$ cat src/rtl/instr_fetch_unit.sv
`default_nettype none
// ============================================================================
// Module      : instr_fetch_unit
// Description : PC register and instruction fetch stage. Fetches words from
//               instruction memory over a req/ready handshake and hands them
//               to decode over a valid/ready handshake with PC and PC+4.
//               Execute redirects the PC through a one-cycle pulse.
// Revision    : 1.0 - initial release
// ============================================================================
module instr_fetch_unit #(
    parameter logic [31:0] RESET_PC = 32'h0040_0000
) (
    input  logic        clk,
    input  logic        rst_n,
    output logic        imem_req_o,
    output logic [31:0] imem_addr_o,
    input  logic        imem_ready_i,
    input  logic [31:0] imem_rdata_i,
    output logic        ir_valid_o,
    input  logic        ir_ready_i,
    output logic [31:0] ir_instr_o,
    output logic [31:0] ir_pc_o,
    output logic [31:0] ir_pc_plus4_o,
    input  logic        redirect_valid_i,
    input  logic [31:0] redirect_target_i,
    output logic [31:0] fetch_count_o
);

    typedef enum logic [1:0] {
        S_IDLE = 2'd0,
        S_REQ  = 2'd1,
        S_HOLD = 2'd2
    } state_t;

    state_t      state_q, state_d;
    logic [31:0] pc_q, pc_d;
    logic        ir_valid_q, ir_valid_d;
    logic [31:0] ir_instr_q, ir_instr_d;
    logic [31:0] ir_pc_q, ir_pc_d;
    logic [31:0] ir_pc_plus4_q, ir_pc_plus4_d;
    logic [31:0] fetch_count_q, fetch_count_d;
    logic [31:0] pc_plus4;

    assign pc_plus4 = pc_q + 32'd4;

    // Next-state logic: redirect overrides both handshakes, so a word returned
    // or accepted in the redirect cycle is simply not acted upon.
    always_comb begin
        state_d       = state_q;
        pc_d          = pc_q;
        ir_valid_d    = ir_valid_q;
        ir_instr_d    = ir_instr_q;
        ir_pc_d       = ir_pc_q;
        ir_pc_plus4_d = ir_pc_plus4_q;
        fetch_count_d = fetch_count_q;

        if (redirect_valid_i) begin
            pc_d       = {redirect_target_i[31:2], 2'b00};
            ir_valid_d = 1'b0;
            state_d    = S_IDLE;
        end else begin
            case (state_q)
                S_IDLE: begin
                    state_d = S_REQ;
                end
                S_REQ: begin
                    if (imem_ready_i) begin
                        ir_instr_d    = imem_rdata_i;
                        ir_pc_d       = pc_q;
                        ir_pc_plus4_d = pc_plus4;
                        ir_valid_d    = 1'b1;
                        pc_d          = pc_plus4;
                        state_d       = S_HOLD;
                    end
                end
                S_HOLD: begin
                    if (ir_ready_i) begin
                        ir_valid_d    = 1'b0;
                        fetch_count_d = fetch_count_q + 32'd1;
                        state_d       = S_REQ;
                    end
                end
                default: begin
                    state_d = S_IDLE;
                end
            endcase
        end
    end

    // State register with synchronous active-low reset that aborts any transfer.
    always_ff @(posedge clk) begin
        if (!rst_n) begin
            state_q       <= S_IDLE;
            pc_q          <= RESET_PC;
            ir_valid_q    <= 1'b0;
            ir_instr_q    <= 32'd0;
            ir_pc_q       <= 32'd0;
            ir_pc_plus4_q <= 32'd0;
            fetch_count_q <= 32'd0;
        end else begin
            state_q       <= state_d;
            pc_q          <= pc_d;
            ir_valid_q    <= ir_valid_d;
            ir_instr_q    <= ir_instr_d;
            ir_pc_q       <= ir_pc_d;
            ir_pc_plus4_q <= ir_pc_plus4_d;
            fetch_count_q <= fetch_count_d;
        end
    end

    // The request is a direct decode of the state register, so it only moves
    // on a clock edge; the address is the PC, which changes only outside S_REQ.
    assign imem_req_o    = (state_q == S_REQ);
    assign imem_addr_o   = pc_q;
    assign ir_valid_o    = ir_valid_q;
    assign ir_instr_o    = ir_instr_q;
    assign ir_pc_o       = ir_pc_q;
    assign ir_pc_plus4_o = ir_pc_plus4_q;
    assign fetch_count_o = fetch_count_q;

endmodule
`default_nettype wire

$ cat config.mk
export PLATFORM = sky130hd
export DESIGN_NAME = instr_fetch_unit
export DESIGN_NICKNAME = d
export VERILOG_FILES = /design/src/rtl/instr_fetch_unit.sv
export SDC_FILE = /design/constraint.sdc
export NUM_CORES = 1
export LEC_CHECK = 0
export ABC_AREA = 1
export CORE_ASPECT_RATIO = 2
export CORE_MARGIN = 8
export CORE_UTILIZATION = 45
export DETAILED_ROUTE_END_ITERATION = 6
export PLACE_DENSITY_LB_ADDON = 0.08
export RECOVER_POWER = 100
export SKIP_LAST_GASP = 1
export SLEW_MARGIN = 20
export SYNTH_ARGS = -nofsm -noshare
export SYNTH_HDL_FRONTEND = slang
export SYNTH_SLANG_ARGS = --single-unit
$ cat constraint.sdc
create_clock -name clk -period 2.2 [get_ports clk]
set_input_delay 0.44 -clock clk [delete_from_list [all_inputs] [get_ports clk]]
set_output_delay 0.44 -clock clk [all_outputs]
set_load 0.005 [all_outputs]
# Yosys cells after proc, flatten, opt, wreduce, memory -nomap -nowiden
# Cells that the tools add are included.
# classes
n_addsub	2
eq_ne	4
mux	9
bitwise_logic	2
reduce_logical	11
# op_table
op	n
$mux 32	3
$add 32x1->32 const B	1
$add 32x3->32 const B	1
$reduce_and 3->1	3
$pmux 2 s3	1
$reduce_and 2->1	3
$reduce_bool 2->1	3
$mux 2	2
$eq 2x1->1 const B	1
$eq 2x2->1 const B	1
$logic_not 2->1	1
$mux 1	2
$ne 2x1->1 const B	1
$ne 2x2->1 const B	1
$not 1->1	2
$pmux 1 s2	1
$reduce_or 2->1	1
# word_totals
regBits	163
in_bits	69
out_inout_bits	162
word_cells	36

# Longest topological paths before layout
# depth
ltp_word	4
depth_mapped	10

# Worst setup path before layout
# Ideal clock, no wire load.
# synth_path
kind	register to register
from	register fetch_count_q[0] (netlist: fetch_count_o[0])
to	register fetch_count_q[20] (netlist: fetch_count_o[20])
arrival_ns	1.376
required_time_ns	2.087
setup_slack_ns	0.711
stages_incl_launch_ff	9
n_path_buf	0
period_less_slack_ns	1.489
cell_sequence	dfxtp_1 > ha_1 > nand3_1 > nor2_4 > nand3_2 > nor2_4 > nand3_2 > nor2_1 > nor2_1
# synth_between
elab_chain_len	1
# synth_rtl
element	line	rtl
from (decl)	41	logic [31:0] fetch_count_q, fetch_count_d;
from (signal assigned)	107	fetch_count_q <= fetch_count_d;
$add 32x1->32	79	fetch_count_d = fetch_count_q + 32'd1;
# Every way passes these cells.
# A chain may end at the register's enable or synchronous reset.

# Worst setup path after layout
# layout_path
from	register pc_q[17] (netlist: imem_addr_o[17])
to	output port imem_addr_o[17]
# layout_rtl
element	line	rtl
from (decl)	36	logic [31:0] pc_q, pc_d;
from (signal assigned)	102	pc_q <= pc_d;
to (decl)	16	output logic [31:0] imem_addr_o,
# No word-level cell between the ends.

==> impl_metrics.tcl <==
set metrics [dict create \
    routed_wl_um 23600 \
    n_fill_cell 1489 \
    routed.top_layer "met4" \
    cts.htree.levels 4 \
    comb_power_share_pct 8.7 \
    routedWlPerCell_um 15.5 \
    intPower_w 0.00491 \
    fin_crit_sh_pct 90.7 \
    first_iter_violations 396 \
    synthArstFlopShare_pct 0 \
    yosysWarningCount 0 \
    cts_made_buffers 17 \
    nNetsFinal 1377 \
    wl_met2_um 11500 \
    crit_path_max_fanout 6 \
    crit_path_max_incr_delay_ps 630 \
    outcome "finished clean" \
    cts_buffer_depth 2 \
    critPathArrivalTime_ps 1560 \
    cts_setup_buffers 0 \
    worst_path_max_delay_cell "dlygate4sd3_1" \
    die_x_um 106 \
    post-place-cells 1491 \
    die_y_um 196 \
    antenna_cells 0 \
    layout-drive-gt1-share_pct 5.69 \
    first_global_vias 7630 \
    grt_max_degree 66 \
    ios 231 \
    worst_setup_path_end_kind "output pin" \
    io_buffers 222 \
    r2r_start "imem_addr_o[2]" \
    critPathKind "flop to output pin" \
    post-dp-hpwl_um 17500 \
    crit_start "imem_addr_o[17]" \
    syn-instance-count 1090 \
    cts-root-buf "clkbuf_16" \
    slew_viol_final 0 \
    switchingPower_w 0.00153 \
    worstMarginPinSlew_ps 624 \
    timing.slew.headroom_pct 58.4 \
    crit_buf_inv 1 \
    clockPowerShare_pct 44.9 \
    tritoncts "yes" \
    switching_share_pct 23.8 \
    dr_wl_met3_um 2250 \
    rows 66 \
    ys_types 38 \
    p_leak_nw 4.47 \
    max_clock_freq_mhz 501 \
    fin_crit_ps 2000 \
    endpoint "imem_addr_o[17]" \
    m1WireLength_um 9530 \
    fin_setup_tns_ps 0 \
    min-delay-start "ir_pc_plus4_o[4]" \
    grt_overflow 0 \
    path_cells "dlygate4sd3_1" \
    synth_edf_count 0 \
    synth_flop_cell "dfxtp_1" \
    hold_buffers 0 \
    crit_family "buffers and inverters" \
    yosysSeqAreaShare_pct 42.9 \
    core_um2 16100 \
    ys_ff_latch 157 \
    startpoint_type "flop" \
    cp.required_ps 1760 \
    antenna_found_initial 0 \
    cp.depth 1 \
    power.share.sequential_pct 46.4 \
    start_util_pct 45.5 \
    reg2reg_to "ir_pc_plus4_o[14]" \
    ant_nets 0 \
    cts.reportedPaths.clkPinSlew_ps 60 \
    skew_ps 14.2 \
    grt_setup_unrepaired "false" \
    drc 0 \
    cts-resized-gates 0 \
    r2r_slack_ps 310 \
    dr.pass1.iters 6 \
    synth.avg_cell_area_um2 6.72 \
    route.vias.total 7724 \
    clk_latency_ps 430 \
    synth_area_um2 7330 \
    ir_drop_mv 0.548 \
    synthToLayoutAreaGrowth_pct 40.0 \
    hold_violations 0 \
    grt_pass1_wl_um 38100 \
    cts_sinks 157 \
    hold_class "flop to flop" \
    dieArea_um2 20900 \
    routed_via_density 5.07 \
    reg2reg_depth 10 \
    fin_cells 1523 \
    cap_violations 0 \
    power.density_nw_per_um2 628 \
    place.gp.congestion 0.892 \
    setup_violations 0 \
    track_usage_pct 22.5 \
]
==> power groups by stage <==
stage               Sequential [W]  Combinational (W)  Clock, W
CTS                        0.00299           0.000602   0.00294
global route               0.00300           0.000620   0.00304
detailed placement         0.00306           0.000596         0
floorplan                  0.00305           0.000237         0
finish                     0.00299           0.000562   0.00289
global placement           0.00305           0.000590         0
==> layer usage <==
layer | global-route usage (%) | vias to the layer above
met5 | 0 | -
li1 | - | 3873
met4 | 7.61 | 0
met2 | 37.3 | 286
met3 | 8.96 | 28
met1 | 25.5 | 3537
==> state kept, by name, summed over array words and instances, names as in the netlist <==
signal         count
ir_instr_o        32
imem_addr_o       30
state_q            2
ir_valid_o         1
ir_pc_plus4_o     30
fetch_count_o     32
ir_pc_o           30
==> layout by cell type (no fill, tap or decap), types with 2 or more instances in the layout <==
cell type	count
clkinvlp_4	3
nor2_4	9
inv_2	4
nor3b_1	2
clkdlybuf4s50_1	65
buf_12	3
dfxtp_1	157
clkinv_1	2
nand2_2	4
clkbuf_16	17
a31oi_1	8
nand4_1	7
o21ai_0	94
nor2_1	185
clkinv_2	3
nor3_1	9
nor2_2	7
dlygate4sd3_1	156
xor2_1	11
clkbuf_1	7
buf_4	11
bufinv_16	2
nand3_1	38
nand2_1	303
clkbuf_2	3
inv_1	93
ha_1	2
o21a_1	2
conb_1	6
o21ai_1	2
a21oi_1	90
==> cell usage after synthesis, types with 2 or more instances <==
cell type  instances  area, µm²
nand4_1            6       37.5
buf_4              8       60.1
dfxtp_1          157       3140
nand3_2            4       40.0
buf_6              3       33.8
a31oi_1            8       50.1
xor2_1            11       96.3
o21a_1             2       15.0
nand2_2            6       37.5
clkbuf_1          27        101
nor2_2             9       56.3
inv_1             91        342
buf_2              9       45.0
nand3_1           35        175
clkbuf_2           3       15.0
ha_1               2       25.0
nor2_4            10        113
nor2_1           182        683
inv_2              6       22.5
nor3_1             8       40.0
nand2_1          301       1130
o21ai_0           93        465
o21ai_1            3       15.0
a21oi_1           90        450
clkinv_1           2       7.51
nor3b_1            2       15.0
==> kinds of logic after synthesis <==
logic type	share of synthesized area [%]
buf+inv	8.56
compound gates	14.0
simple gates	32.7
flops	42.9
fa+ha+maj	0.341
xor+xnor	1.43
other cells	0.0512
==> how the worst min path moves through the flow <==
stage                            end  slack, ps  cells past startpoint
floorplan           ir_pc_plus4_o[3]        460                      2
global placement    ir_pc_plus4_o[2]        450                      2
detailed placement  ir_pc_plus4_o[2]        460                      2
CTS                 ir_pc_plus4_o[4]        470                      2
global route        ir_pc_plus4_o[4]        480                      2
finish              ir_pc_plus4_o[4]        470                      2
==> final cells by class <==
cell class              count  area [µm²]  share of cell area [%]
clock inverters            10         115                    1.12
clock buffers              22         454                    4.43
well taps                 204         255                    2.49
repair buffers            242        2390                    23.3
multi-input cells         789        3530                    34.4
flip-flops and latches    157        3140                    30.6
inverters                  99         372                    3.62
==> per-stage QoR <==
stage | setup slack (ps) | instance area [µm²] | utilization [%] | hold WS [ps] | total power (W)
6_report | 204 | 10300 | 63.7 | 466 | 0.00645
5_1_grt | 103 | 10300 | 63.7 | 484 | 0.00666
2_1_floorplan | 711 | 7350 | - | 456 | 0.00328
4_1_cts | 243 | 10300 | 64.2 | 473 | 0.00654
3_5_place_dp | 127 | 9760 | 60.6 | 459 | 0.00365
3_3_place_gp | 180 | 9760 | 60.6 | 452 | 0.00364
(Power assumes the default switching activity.)
